## src/rtl/mem_bus_arbiter.sv

```systemverilog
// Round-robin arbiter serialising two masters onto a single-outstanding RRdy/RVld memory bus.
// Define ARB_TIMEOUT_EN to abort a WAIT after TIMEOUT cycles, answering with zero data and RErr.
module mem_bus_arbiter #(
  parameter int unsigned AW      = 32,
  parameter int unsigned DW      = 32,
  parameter int unsigned TIMEOUT = 16
) (
  input  logic          clk,
  input  logic          rstn,
  // Master 0: instruction fetch
  input  logic          M0Req,
  input  logic [AW-1:0] M0Addr,
  input  logic [DW-1:0] M0WData,
  input  logic          M0WEn,
  output logic          M0Vld,
  output logic [DW-1:0] M0Data,
  // Master 1: load/store
  input  logic          M1Req,
  input  logic [AW-1:0] M1Addr,
  input  logic [DW-1:0] M1WData,
  input  logic          M1WEn,
  output logic          M1Vld,
  output logic [DW-1:0] M1Data,
  // Memory side
  output logic          RRdy,
  output logic [AW-1:0] RAddr,
  output logic [DW-1:0] RWData,
  output logic          RWEn,
  input  logic          RVld,
  input  logic [DW-1:0] RData,
  output logic          RErr
);

  typedef enum logic [1:0] {StIdle, StIssue, StWait, StResp} state_e;

  state_e        r_state;
  logic          r_owner;
  logic          r_last;
  logic          r_rrdy;
  logic [AW-1:0] r_raddr;
  logic [DW-1:0] r_rwdata;
  logic          r_rwen;
  logic          r_m0_vld;
  logic          r_m1_vld;
  logic [DW-1:0] r_m0_data;
  logic [DW-1:0] r_m1_data;

  logic          w_req_any;
  logic          w_grant;
  logic [AW-1:0] w_addr;
  logic [DW-1:0] w_wdata;
  logic          w_wen;

`ifdef ARB_TIMEOUT_EN
  localparam int unsigned CntW = (TIMEOUT > 1) ? $clog2(TIMEOUT + 1) : 1;
  logic            r_rerr;
  logic [CntW-1:0] r_tmo_cnt;
`else
  // TIMEOUT has no effect without the watchdog; referenced here only to keep it elaborated.
  if (TIMEOUT == 0) begin : g_timeout_unused
  end
`endif

  // On a tie the master that was not served last wins; a lone request always wins.
  assign w_req_any = M0Req | M1Req;
  assign w_grant   = (M0Req & M1Req) ? ~r_last : M1Req;
  assign w_addr    = w_grant ? M1Addr  : M0Addr;
  assign w_wdata   = w_grant ? M1WData : M0WData;
  assign w_wen     = w_grant ? M1WEn   : M0WEn;

  always_ff @(posedge clk) begin
    if (!rstn) begin
      r_state   <= StIdle;
      r_owner   <= 1'b0;
      r_last    <= 1'b1;
      r_rrdy    <= 1'b0;
      r_raddr   <= '0;
      r_rwdata  <= '0;
      r_rwen    <= 1'b0;
      r_m0_vld  <= 1'b0;
      r_m1_vld  <= 1'b0;
      r_m0_data <= '0;
      r_m1_data <= '0;
`ifdef ARB_TIMEOUT_EN
      r_rerr    <= 1'b0;
      r_tmo_cnt <= '0;
`endif
    end else begin
      // Strobes are single-cycle; only the state that raises them holds them for one cycle.
      r_rrdy   <= 1'b0;
      r_m0_vld <= 1'b0;
      r_m1_vld <= 1'b0;
`ifdef ARB_TIMEOUT_EN
      r_rerr   <= 1'b0;
`endif
      case (r_state)
        StIdle: begin
          if (w_req_any) begin
            r_owner  <= w_grant;
            r_last   <= w_grant;
            r_raddr  <= w_addr;
            r_rwdata <= w_wdata;
            r_rwen   <= w_wen;
            r_rrdy   <= 1'b1;
            r_state  <= StIssue;
          end
        end
        StIssue: begin
          r_rwen  <= 1'b0;
          r_state <= StWait;
`ifdef ARB_TIMEOUT_EN
          r_tmo_cnt <= '0;
`endif
        end
        StWait: begin
          if (RVld) begin
            if (r_owner) begin
              r_m1_data <= RData;
              r_m1_vld  <= 1'b1;
            end else begin
              r_m0_data <= RData;
              r_m0_vld  <= 1'b1;
            end
            r_state <= StResp;
          end
`ifdef ARB_TIMEOUT_EN
          else if (r_tmo_cnt == CntW'(TIMEOUT - 1)) begin
            if (r_owner) begin
              r_m1_data <= '0;
              r_m1_vld  <= 1'b1;
            end else begin
              r_m0_data <= '0;
              r_m0_vld  <= 1'b1;
            end
            r_rerr  <= 1'b1;
            r_state <= StResp;
          end else begin
            r_tmo_cnt <= r_tmo_cnt + CntW'(1);
          end
`endif
        end
        StResp: begin
          r_state <= StIdle;
        end
        default: begin
          r_state <= StIdle;
        end
      endcase
    end
  end

  assign RRdy   = r_rrdy;
  assign RAddr  = r_raddr;
  assign RWData = r_rwdata;
  assign RWEn   = r_rwen;
  assign M0Vld  = r_m0_vld;
  assign M1Vld  = r_m1_vld;
  assign M0Data = r_m0_data;
  assign M1Data = r_m1_data;
`ifdef ARB_TIMEOUT_EN
  assign RErr   = r_rerr;
`else
  assign RErr   = 1'b0;
`endif

endmodule

```

## config.mk

```make
export PLATFORM = sky130hd
export DESIGN_NAME = mem_bus_arbiter
export DESIGN_NICKNAME = d
export VERILOG_FILES = /design/src/rtl/mem_bus_arbiter.sv
export SDC_FILE = /design/constraint.sdc
export NUM_CORES = 1
export LEC_CHECK = 0
export BUFFER_PORTS_ARGS = -buffer_cell sky130_fd_sc_hd__buf_2
export CORE_AREA = 2 2 116 118
export DETAILED_ROUTE_END_ITERATION = 6
export DIE_AREA = 0 0 118 120
export PLACE_DENSITY_LB_ADDON = 0.15
export SLEW_MARGIN = 20
export SYNTH_ARGS = -nofsm -noshare
export SYNTH_HDL_FRONTEND = slang
export SYNTH_SLANG_ARGS = --single-unit
```

## constraint.sdc

```tcl
create_clock -name clk -period 4.2 [get_ports clk]
set_input_delay 1.26 -clock clk [delete_from_list [all_inputs] [get_ports clk]]
set_output_delay 1.26 -clock clk [all_outputs]
set_load 0.005 [all_outputs]
```

# Word level (Yosys, flattened, before mapping)
# Index checks and enable logic that the tools add are counted.
# word_totals
ff_bits	136
inputBits	167
ramBits	0
out_inout_bits	133
mem_bits_ro	0
latch_bits	0
memories	0
# op_classes
div_mod_pow	0
shift	0
n_mux	12
multipliers	0
bitwise_logic	4
addsub	0
n_reduce_logical	9
eq_ne	5
magnitude_cmp	0
# op_table
op	n
two-way mux 32 bit	2
AND reduction 3 bit	3
one-hot mux 2 bit (4 select lines)	1
AND reduction 2 bit	4
two-way mux 1 bit	6
== test 2 bit (second input constant)	2
two-way mux 2 bit	2
inequality test 2 bit (second input constant)	2
== test 2 x 1 -> 1 bit (second input constant)	1
logical NOT 2 bit	1
NOT 1 bit	2
one-hot mux 1 bit (2 select lines)	1
nonzero test 2 bit	1
AND 1 bit	1
bitwise OR 1 bit	1

# Logic depth before layout (Yosys ltp)
# Gate-level depths: netlist of the first run.
# depth
word_depth	5
ltp_mapped	7
depth_no_buf	5

# Worst setup path before layout of the first run
# Ideal clock, no wire load.
# synth_path
path_type	in2reg
from	input port rstn
to	register r_m0_data[15] (netlist: M0Data[15])
n_path_buf	2
arrival_time_ns	1.934
path_slack_ns	2.134
required_time_ns	4.068
cell_stages	4
cell_sequence	inv_2 > clkbuf_1 > buf_1 > a21oi_1
# synth_lines
element	line	rtl
from (decl)	9	input logic rstn,
to (signal assigned)	121	r_m0_data <= RData;
to (decl)	45	logic [DW-1:0] r_m0_data;
# No word-level cell between the ends.

# Worst setup path in the final report of the first run
# layout_path
from	input port M1Req
to	register r_rwen (netlist: RWEn)
# layout_between
elab_chain_len	5
word_cells_on_any_way	8
# layout_lines
element	line	rtl
from (decl)	18	input logic M1Req,
AND 1 bit	66	assign w_grant = (M0Req & M1Req) ? ~r_last : M1Req;
two-way mux 1 bit	66	
two-way mux 1 bit	69	assign w_wen = w_grant ? M1WEn : M0WEn;
two-way mux 1 bit	98	if (w_req_any) begin
one-hot mux 1 bit (2 select lines)	96	case (r_state)
to (signal assigned)	103	r_rwen <= w_wen;
to (decl)	42	logic r_rwen;
# Parallel ways exist; a longest one is shown, timed or not. The select of a mux whose other input is x is not followed.
# A chain may end at the register's enable or synchronous reset.

==> results.tsv, run 1 <==
metric	value	unit
status	completed	
n_antenna_cell	0	
synth_top_area_frac	0.5171	
ff2ff_setup_slack	2.18	ns
max-slew-margin-rel	0.4856	
htreeDepth	4	
netlist_area	5265	µm²
total_power	0.004520	W
globalplace.congestion	0.7835	
worst_slack	1.819	ns
syn2layout_area_growth	41.87	%
hold-worst-slack	0.4487	ns
place_area	6812	µm²
r2r_cells	6	
grt_max_degree	69	
drtIter0Drc	352	
synth_area_leader_cell	dfxtp_1	
postCtsHoldBufs	0	
final_cell_area	7470	µm²
grt_pass1_vias	5166	
skew	0.005371	ns
multi_input_area	2262	µm²
vias_per_cell	4.920	
post-cts-setup-buffers	0	
yosys_warnings	0	
leakagePower	3.524	nW
path_class	in -> reg	
clk_pin_slew_worst_paths	0.05	ns
power.density	605.2	nW/µm²
core_area	12980	µm²
dpl_worst_slack	1.417	ns
ys_types	27	
cp_data_required_time	4.52	ns
cts_sinks	136	
whs_endpoint	M1Data[8]	
worstHoldStart	M1Data[8]	
cts_root_buffer	clkbuf_16	
synth_area_leaders	dfxtp_1 52%, nand2_1 18%, a31oi_1 7.6%, o21ai_0 6.4%, a21oi_1 6.3%	
wire_per_inst	13.87	µm
ant_nets	0	
cts_tree	built	
first_pass_iters	4	
grt_overflow	0	
syn_inst	679	
cap_violations	0	
fillers	1292	
ios	300	
worstSkewPairLatency	0.41	ns
initial_core_util	0.4056	
drive_gt1_frac	0.3534	
fp.dieW	118	µm
fin_nets	1120	
start_kind	primary input	
worstSetupEndpointType	flip-flop	
drc_errors	0	
cts_buffers	17	
min_period_over_period	0.5669	
fin_crit	2.381	ns
syn_area_per_cell	7.754	µm²
ir_worst_vdd	250.4	µV
r2r-start	r_state[0]	
min_path_type	reg -> reg	
finalWirelength	15780	µm
buffer_ports.inserted	298	
worst_slew_pin_slew	0.7697	ns
antenna_found_initial	1	
num_vias	5599	
clock_path_buffers	2	
rows	42	
path_max_fanout	41	
drv_slew	0	
rsz0062_at_grt	no	
tns	0	ns
synth-seq-cells	136	
r2r-end	RAddr[4]	
max_freq	0.4200	GHz
die_area	14160	µm²
die_h	120	µm
worstHoldPathCells	2	
cp.arrival	2.70	ns
syn_nets	850	
place_hpwl	10980	µm
seq_area	2723	µm²
track_usage	0.2216	
hold_viol_final	0	
grt_pass1_wl	25240	µm
yosysSeqAreaShare	0.5171	
setup_violations	0	
cts_resized	0	
-- layout make-up --
| cell class | count | share of cell area |
|---|---|---|
| clock buffers | 25 | 0.06633 |
| clock inverters | 7 | 0.02178 |
| inverters | 4 | 0.002010 |
| multi-input cells | 482 | 0.3028 |
| flip-flops and latches | 136 | 0.3645 |
| well taps | 176 | 0.02948 |
| repair buffers | 308 | 0.2131 |
-- report_power, final --
group / internal [W] / switching (W) / total [W]
logic: 0.000491 / 0.000644 / 0.00114
registers: 0.00160 / 0.000146 / 0.00175
clock network: 0.00112 / 0.000519 / 0.00164
-- how the worst max path moves through the flow --
stage	endpoint	cells past startpoint	slack, ns	start
6_report	RWEn	5	1.82	M1Req
5_1_grt	RWEn	5	1.67	M1Req
4_1_cts	RWEn	5	1.85	M1Req
3_5_place_dp	RWEn	5	1.42	M1Req
3_3_place_gp	RWEn	5	1.42	M1Req
2_1_floorplan	M0Data[15]	4	2.13	rstn
-- cell usage in the layout (no fill, tap or decap), types with 2 or more instances in the layout --
master     Yosys  routed
dfxtp_1      136     136
clkbuf_1      27       4
a21oi_1       66      66
clkbuf_16      0      17
o21ai_0       67      67
bufinv_16      0       5
buf_2         17     298
ha_1           4       4
buf_12         0       2
clkbuf_8       0       4
inv_1          3       3
nor2_1         4       4
buf_4         12       8
nand2_1      257     257
and3_1         2       2
o21a_1         3       2
a211oi_1       2       2
a31oi_1       64      64
nor2b_1        2       2
nor3b_1        2       2
-- kinds of logic after synthesis --
group,after synthesis,synth area share
buf+inv,61,0.05608
simple gates,271,0.1996
compound gates,206,0.2170
flops,136,0.5171
fa+ha+maj,4,0.009506
other cells,1,0.0007122
-- worst max-delay path, cell delays in order --
cell and delay (ns):
buf_2 0.15, a21boi_4 0.66, buf_12 0.29, a21oi_1 0.10, a211oi_1 0.23
-- synthesized netlist by cell type, drive strengths merged --
master  count
and3        2
o311a       1
nand3b      1
a211oi      2
a21boi      1
a21oi      66
ha          4
conb        1
o21a        3
o21ai      67
nand3       1
inv         4
nor2        4
nor4bb      1
buf        30
dfxtp     136
nand2     257
nor3b       2
a21bo       1
clkbuf     27
a31oi      64
and3b       1
a22oi       1
nor2b       2
-- state kept, by name, summed over array words and instances, names as in the netlist --
name	count
RAddr	32
M0Data	32
r_owner	1
M1Vld	1
RRdy	1
r_last	1
M1Data	32
RWEn	1
M0Vld	1
RWData	32
r_state	2
-- stage by stage --
stage / instances / utilization
finish: 1138 / 0.5755
global route: 1138 / 0.5755
CTS: 1138 / 0.5755
detailed placement: 1106 / 0.5248
global placement: 1106 / 0.5248
floorplan: 679 / -
-- routing by layer --
layer,up-vias,global-route usage,wire length [µm]
met5,-,0,13
met2,236,0.3543,7321
li1,2829,-,-
met1,2484,0.2590,6484
met4,2,0.1295,672
met3,48,0.07510,1288
(Power assumes the default switching activity.)
==> inputs of run 2 (changes only) <==
--- a/config.mk
+++ b/config.mk
@@ -6,9 +6,9 @@
 export NUM_CORES = 1
 export LEC_CHECK = 0
 export BUFFER_PORTS_ARGS = -buffer_cell sky130_fd_sc_hd__buf_2
-export CORE_AREA = 2 2 116 118
+export CORE_ASPECT_RATIO = 0.75
+export CORE_UTILIZATION = 44
 export DETAILED_ROUTE_END_ITERATION = 6
-export DIE_AREA = 0 0 118 120
 export PLACE_DENSITY_LB_ADDON = 0.15
 export SLEW_MARGIN = 20
 export SYNTH_ARGS = -nofsm -noshare
==> constraint.sdc (replaced) <==
create_clock -name clk -period 2.2 [get_ports clk]
set_input_delay 0.66 -clock clk [delete_from_list [all_inputs] [get_ports clk]]
set_output_delay 0.66 -clock clk [all_outputs]
set_load 0.005 [all_outputs]
==> run 2 against run 1 <==
  * Clock power rose by 69%
  * Utilization increased by 6.4 points
  * Highest routed layer is now met4
  * Cell area decreased by 0.50%
  * Worst hold slack better by 0.0023 ns
  * Largest cell class unchanged
  * Count of clock-buffer cells in the layout down 4
  * Die area is 12% lower
  * Via count shrank 0.61%
==> results.tsv, run 2 (synthesis results as in run 1) <==
metric	value	unit
status	completed	
rows	34	
fp.dieW	128.3	µm
start_kind	flip-flop	
die_h	96.74	µm
min_period_over_period	0.8016	
ff2ff_setup_slack	0.44	ns
fillers	1065	
post-cts-setup-buffers	0	
ios	300	
hold_viol_final	0	
clock_path_buffers	2	
cts_resized	0	
drive_gt1_frac	0.3548	
place_hpwl	10970	µm
skew	0.008407	ns
cp.arrival	2.08	ns
endpoint	RAddr[23]	
mostFrequentLayoutCells	298 x buf_2, 257 x nand2_1, 136 x dfxtp_1, 67 x o21ai_0, 66 x a21oi_1	
cts_root_buffer	clkbuf_16	
power_frac_comb	0.267	
antenna_found_initial	1	
vias_per_cell	4.938	
grt_overflow	0	
die_area	12410	µm²
dpl_worst_slack	0.3540	ns
track_usage	0.2605	
cts_buffers	17	
p_seq_frac	0.401	
max_freq	0.5671	GHz
grt_pass1_vias	5169	
cts_sinks	136	
drtIter0Drc	272	
sw_frac_of_total	0.3034	
htreeDepth	4	
grt_pass1_wl	25700	µm
num_vias	5565	
cap_violations	0	
syn2layout_area_growth	41.16	%
r2r-start	r_state[0]	
worstSetupEndpointType	flip-flop	
r2r_cells	6	
cts_tree	built	
min_path_type	reg -> reg	
p_int	0.005808	W
fin_crit	1.763	ns
power.density	1122	nW/µm²
switchingPower	0.002530	W
drv_slew	0	
clk_pin_slew_worst_paths	0.06	ns
core_area	11610	µm²
postCtsHoldBufs	0	
tns	0	ns
ir_worst_vdd	789.8	µV
layout_commonest_cell	buf_2	
wire_per_inst	14.19	µm
rsz0062_at_grt	no	
worstSkewPairLatency	0.40	ns
finalWirelength	15990	µm
setup_violations	0	
ant_nets	0	
power_frac_clock	0.333	
leakagePower	3.521	nW
buffer_ports.inserted	298	
drc_errors	0	
cp_data_required_time	2.52	ns
globalplace.congestion	0.7965	
worst_slack	0.4365	ns
first_pass_iters	5	
total_power	0.008338	W
path_class	reg -> reg	
r2r-end	RAddr[23]	
crit_start	r_state[0]	
grt_max_degree	70	
path_max_fanout	52	
initial_core_util	0.4534	
fin_nets	1124	
run 2: cell types whose count changed in the layout (fill, tap and decap cells not counted):
cell and change:
buf_12 +3, clkinv_4 +2, bufinv_16 -2, clkbuf_8 -4, clkinv_2 +3, clkinvlp_4 -1
diode_2 +1, buf_4 +1
run 2: stage by stage:
step                      area, µm²  instances  hold WS (ns)    util
after global routing           7432       1127        0.4663  0.6399
after CTS                      7430       1126        0.4517  0.6397
final                          7432       1127        0.4510  0.6399
after global placement         6862       1096        0.4404  0.5908
after floorplan                5265        679        0.4527       -
after detailed placement       6862       1096        0.4432  0.5908
run 2: power groups by stage:
stage | clock network [W] | registers (W) | logic (W)
5_1_grt | 0.00295 | 0.00342 | 0.00250
4_1_cts | 0.00283 | 0.00334 | 0.00225
6_report | 0.00277 | 0.00334 | 0.00222
2_1_floorplan | 0 | 0.00342 | 0.00114
3_5_place_dp | 0 | 0.00337 | 0.00224
3_3_place_gp | 0 | 0.00337 | 0.00224
run 2: cell type report:
class                      instances  area [µm²]  share of cell area
inverter                           4       15.01            0.002020
tap                              162       202.7             0.02727
sequential                       136        2723              0.3663
clock inverter                     9       127.6             0.01717
timing repair buffer             312        1659              0.2232
clock buffer                      21       440.4             0.05926
multi-input combinational        482        2262              0.3044
antenna                            1       2.502           0.0003367
run 2: worst min path at each step:
stage | slack, ns | cells after the start | start | end
detailed placement | 0.44 | 2 | M0Data[1] | M0Data[1]
CTS | 0.45 | 2 | M1Data[11] | M1Data[11]
floorplan | 0.45 | 2 | M0Data[0] | M0Data[0]
finish | 0.45 | 2 | M0Data[20] | M0Data[20]
global route | 0.47 | 2 | M0Data[31] | M0Data[31]
global placement | 0.44 | 2 | M0Data[10] | M0Data[10]
run 2: worst max-delay path: stages (launching register included):
cell and delay [ns]:
dfxtp_1 0.31, inv_1 0.12, ha_1 0.31, o21a_4 0.39
buf_12 0.26, o21ai_0 0.10, a31oi_1 0.18
run 2: routing by layer:
metal / global-route usage / vias up / share of wire
li1: - / 2830 / -
met1: 0.3289 / 2474 / 0.44
met2: 0.4220 / 224 / 0.47
met3: 0.06803 / 37 / 0.070
met4: 0.1032 / 0 / 0.026
met5: 0 / - / 0
==> inputs of run 3 (changes only) <==
--- a/config.mk
+++ b/config.mk
@@ -5,9 +5,10 @@
 export SDC_FILE = /design/constraint.sdc
 export NUM_CORES = 1
 export LEC_CHECK = 0
+export ABC_AREA = 1
 export BUFFER_PORTS_ARGS = -buffer_cell sky130_fd_sc_hd__buf_2
 export CORE_ASPECT_RATIO = 0.75
-export CORE_UTILIZATION = 44
+export CORE_UTILIZATION = 41
 export DETAILED_ROUTE_END_ITERATION = 6
 export PLACE_DENSITY_LB_ADDON = 0.15
 export SLEW_MARGIN = 20
==> constraint.sdc (replaced) <==
create_clock -name clk -period 1.6 [get_ports clk]
set_input_delay 0.48 -clock clk [delete_from_list [all_inputs] [get_ports clk]]
set_output_delay 0.48 -clock clk [all_outputs]
set_load 0.005 [all_outputs]
==> run 3 against run 2 <==
  * Register-to-register slack worse by 0.31 ns
  * Worst hold slack worse by 0.14 ns
  * Clock power is 42% higher
  * Critical endpoint is now RWData[2]
  * Final cell count is 16% higher
  * Combinational power is 82% higher
  * Cell area is 11% higher
  * Non-clock buffer count is 9 higher
==> results.tsv, run 3 <==
metric	value	unit
max_stage_delay	0.33	ns
synth_edf_count	0	
drc_errors	0	
yosys_warnings	0	
layout_commonest_cell	buf_2	
drtIter0Drc	332	
hold_viol_final	0	
syn2layout_area_growth	38.59	%
slowest_stage	dfxtp_1	
grt_max_degree	74	
n_antenna_cell	0	
fin_nets	1271	
mostFrequentLayoutCells	297 x buf_2, 201 x nor2_1, 139 x nand2_1, 136 x dfxtp_1, 87 x o21ai_0	
start_kind	flip-flop	
rsz0062_at_grt	no	
wire_per_inst	13.57	µm
ir_worst_vdd	754.5	µV
synth_area_leaders	dfxtp_1 46%, nor2_1 13%, nand2_1 8.8%, o21ai_0 7.3%, a21boi_0 7.1%	
syn_area_per_cell	7.184	µm²
clk_pin_slew_worst_paths	0.06	ns
finalWirelength	17750	µm
min_period_over_period	0.9194	
rows	37	
cts_root_buffer	clkbuf_16	
grt_pass1_vias	5496	
cp.arrival	1.77	ns
htreeDepth	4	
leakagePower	4.121	nW
cts_resized	0	
synth_area_leader_cell	dfxtp_1	
die_h	106.4	µm
skew	0.007952	ns
cap_violations	0	
synth_top_flop_cell	dfxtp_1	
globalplace.congestion	0.7709	
grt_overflow	0	
netlist_area	5956	µm²
top_usage_layer	met2	
track_usage	0.2320	
fillers	1343	
worstSetupEndpointType	flip-flop	
total_power	0.01257	W
worstSkewPairLatency	0.41	ns
cts_sinks	136	
cp_data_required_time	1.89	ns
hold-worst-slack	0.3062	ns
cts_buffers	17	
syn_nets	1000	
first_pass_iters	5	
grt_pass1_wl	27520	µm
path_class	reg -> reg	
die_area	15020	µm²
synthArstFlopShare	0	
synth_common_cells	202 x nor2_1, 140 x nand2_1, 136 x dfxtp_1	
fin_util	0.5924	
core_area	13930	µm²
buffer_ports.inserted	298	
yosysSeqAreaShare	0.4571	
synth-seq-cells	136	
syn_inst	829	
clock_path_buffers	2	
cts_tree	built	
vias_per_cell	4.774	
ios	300	
synth_most_common_cell	nor2_1	
power.density	1523	nW/µm²
initial_core_util	0.4274	
synth_top_area_frac	0.4571	
fin_crit	1.471	ns
met3_usage	0.05676	
use_met1	0.2964	
ant_nets	0	
place_hpwl	12360	µm
antenna_found_initial	0	
fp.dieW	141.2	µm
drv_slew	0	
path_max_fanout	68	
drive_gt1_frac	0.3190	
ys_types	18	
status	completed	
tns	0	ns
num_vias	6245	
setup_violations	0	
crit_chain	inv_1 -> ha_1 -> inv_1 -> nor2_4 -> buf_12 -> nand2_1 -> nor2_1 -> nor2_1	
max_freq	0.6798	GHz
post-cts-setup-buffers	0	
grtUsageMet2	0.3847	
min_path_type	in -> reg	
postCtsHoldBufs	0	
## run 3: cell count changes in the layout (fill, tap and decap cells not counted), moves of 5 or more
cell      previous run  this run
nand2_1            257       139
nand3_1              1        70
o21ai_0             67        87
inv_1                3         8
nor2_1               4       201
buf_12               5        11
inv_6                0         6
o21ai_1              0        10
a21boi_1             0         9
a21oi_1             66        35
a31oi_1             64         0
a21boi_0             0        56
## run 3: area by class of cell
| class | count | area, µm² | share of cell area |
|---|---|---|---|
| Multi-Input combinational cell | 615 | 2858 | 0.3462 |
| Timing Repair Buffer | 321 | 1804 | 0.2186 |
| Tap cell | 195 | 244.0 | 0.02956 |
| Clock buffer | 18 | 429.2 | 0.05199 |
| Clock inverter | 14 | 162.7 | 0.01971 |
| Sequential cell | 136 | 2723 | 0.3298 |
| Inverter | 9 | 33.78 | 0.004093 |
## run 3: cells by family after synthesis
| kind of cell | share of synthesized area |
|---|---|
| flops | 0.4571 |
| fa+ha+maj | 0.008404 |
| simple gates | 0.2754 |
| compound gates | 0.1929 |
| buf+inv | 0.06555 |
| other cells | 0.0006296 |
## run 3: worst paths after layout
check | from | cells past startpoint | to | slack, ns
worst max-delay path | r_state[0] | 8 | RWData[2] | 0.13
worst min-delay path | RData[21] | 3 | M0Data[21] | 0.31
worst max register to register | r_state[0] | 8 | RWData[2] | 0.13
worst min register to register | M1Data[25] | 2 | M1Data[25] | 0.46
## run 3: power by group
group | total [W] | switching [W] | internal (W)
Combinational | 0.00404 | 0.00234 | 0.00169
Clock | 0.00393 | 0.00159 | 0.00234
Sequential | 0.00460 | 0.000388 | 0.00422
Total | 0.0126 | 0.00432 | 0.00825
## run 3: critical path, delay by kind of cell (launching register included)
kind	cells	cell delay, ns
flip-flops	1	0.33
buffers and inverters	3	0.43
AND/OR/NAND/NOR	4	0.38
adder cells (fa/ha/maj)	1	0.18
## run 3: per-layer routing
metal | routed length, µm | share of wire | vias to the layer above
li1 | - | - | 3252
met1 | 8226 | 0.46 | 2767
met2 | 8165 | 0.46 | 207
met3 | 1145 | 0.065 | 19
met4 | 212 | 0.012 | 0
met5 | 0 | 0 | -
## run 3: per-stage QoR
step                setup slack [ns]  instances  instance area, µm²
floorplan                     0.2174        829                5956
global placement              0.1090       1276                7662
detailed placement           0.09690       1276                7662
CTS                          0.08862       1308                8254
global route                0.001882       1308                8254
finish                        0.1289       1308                8254
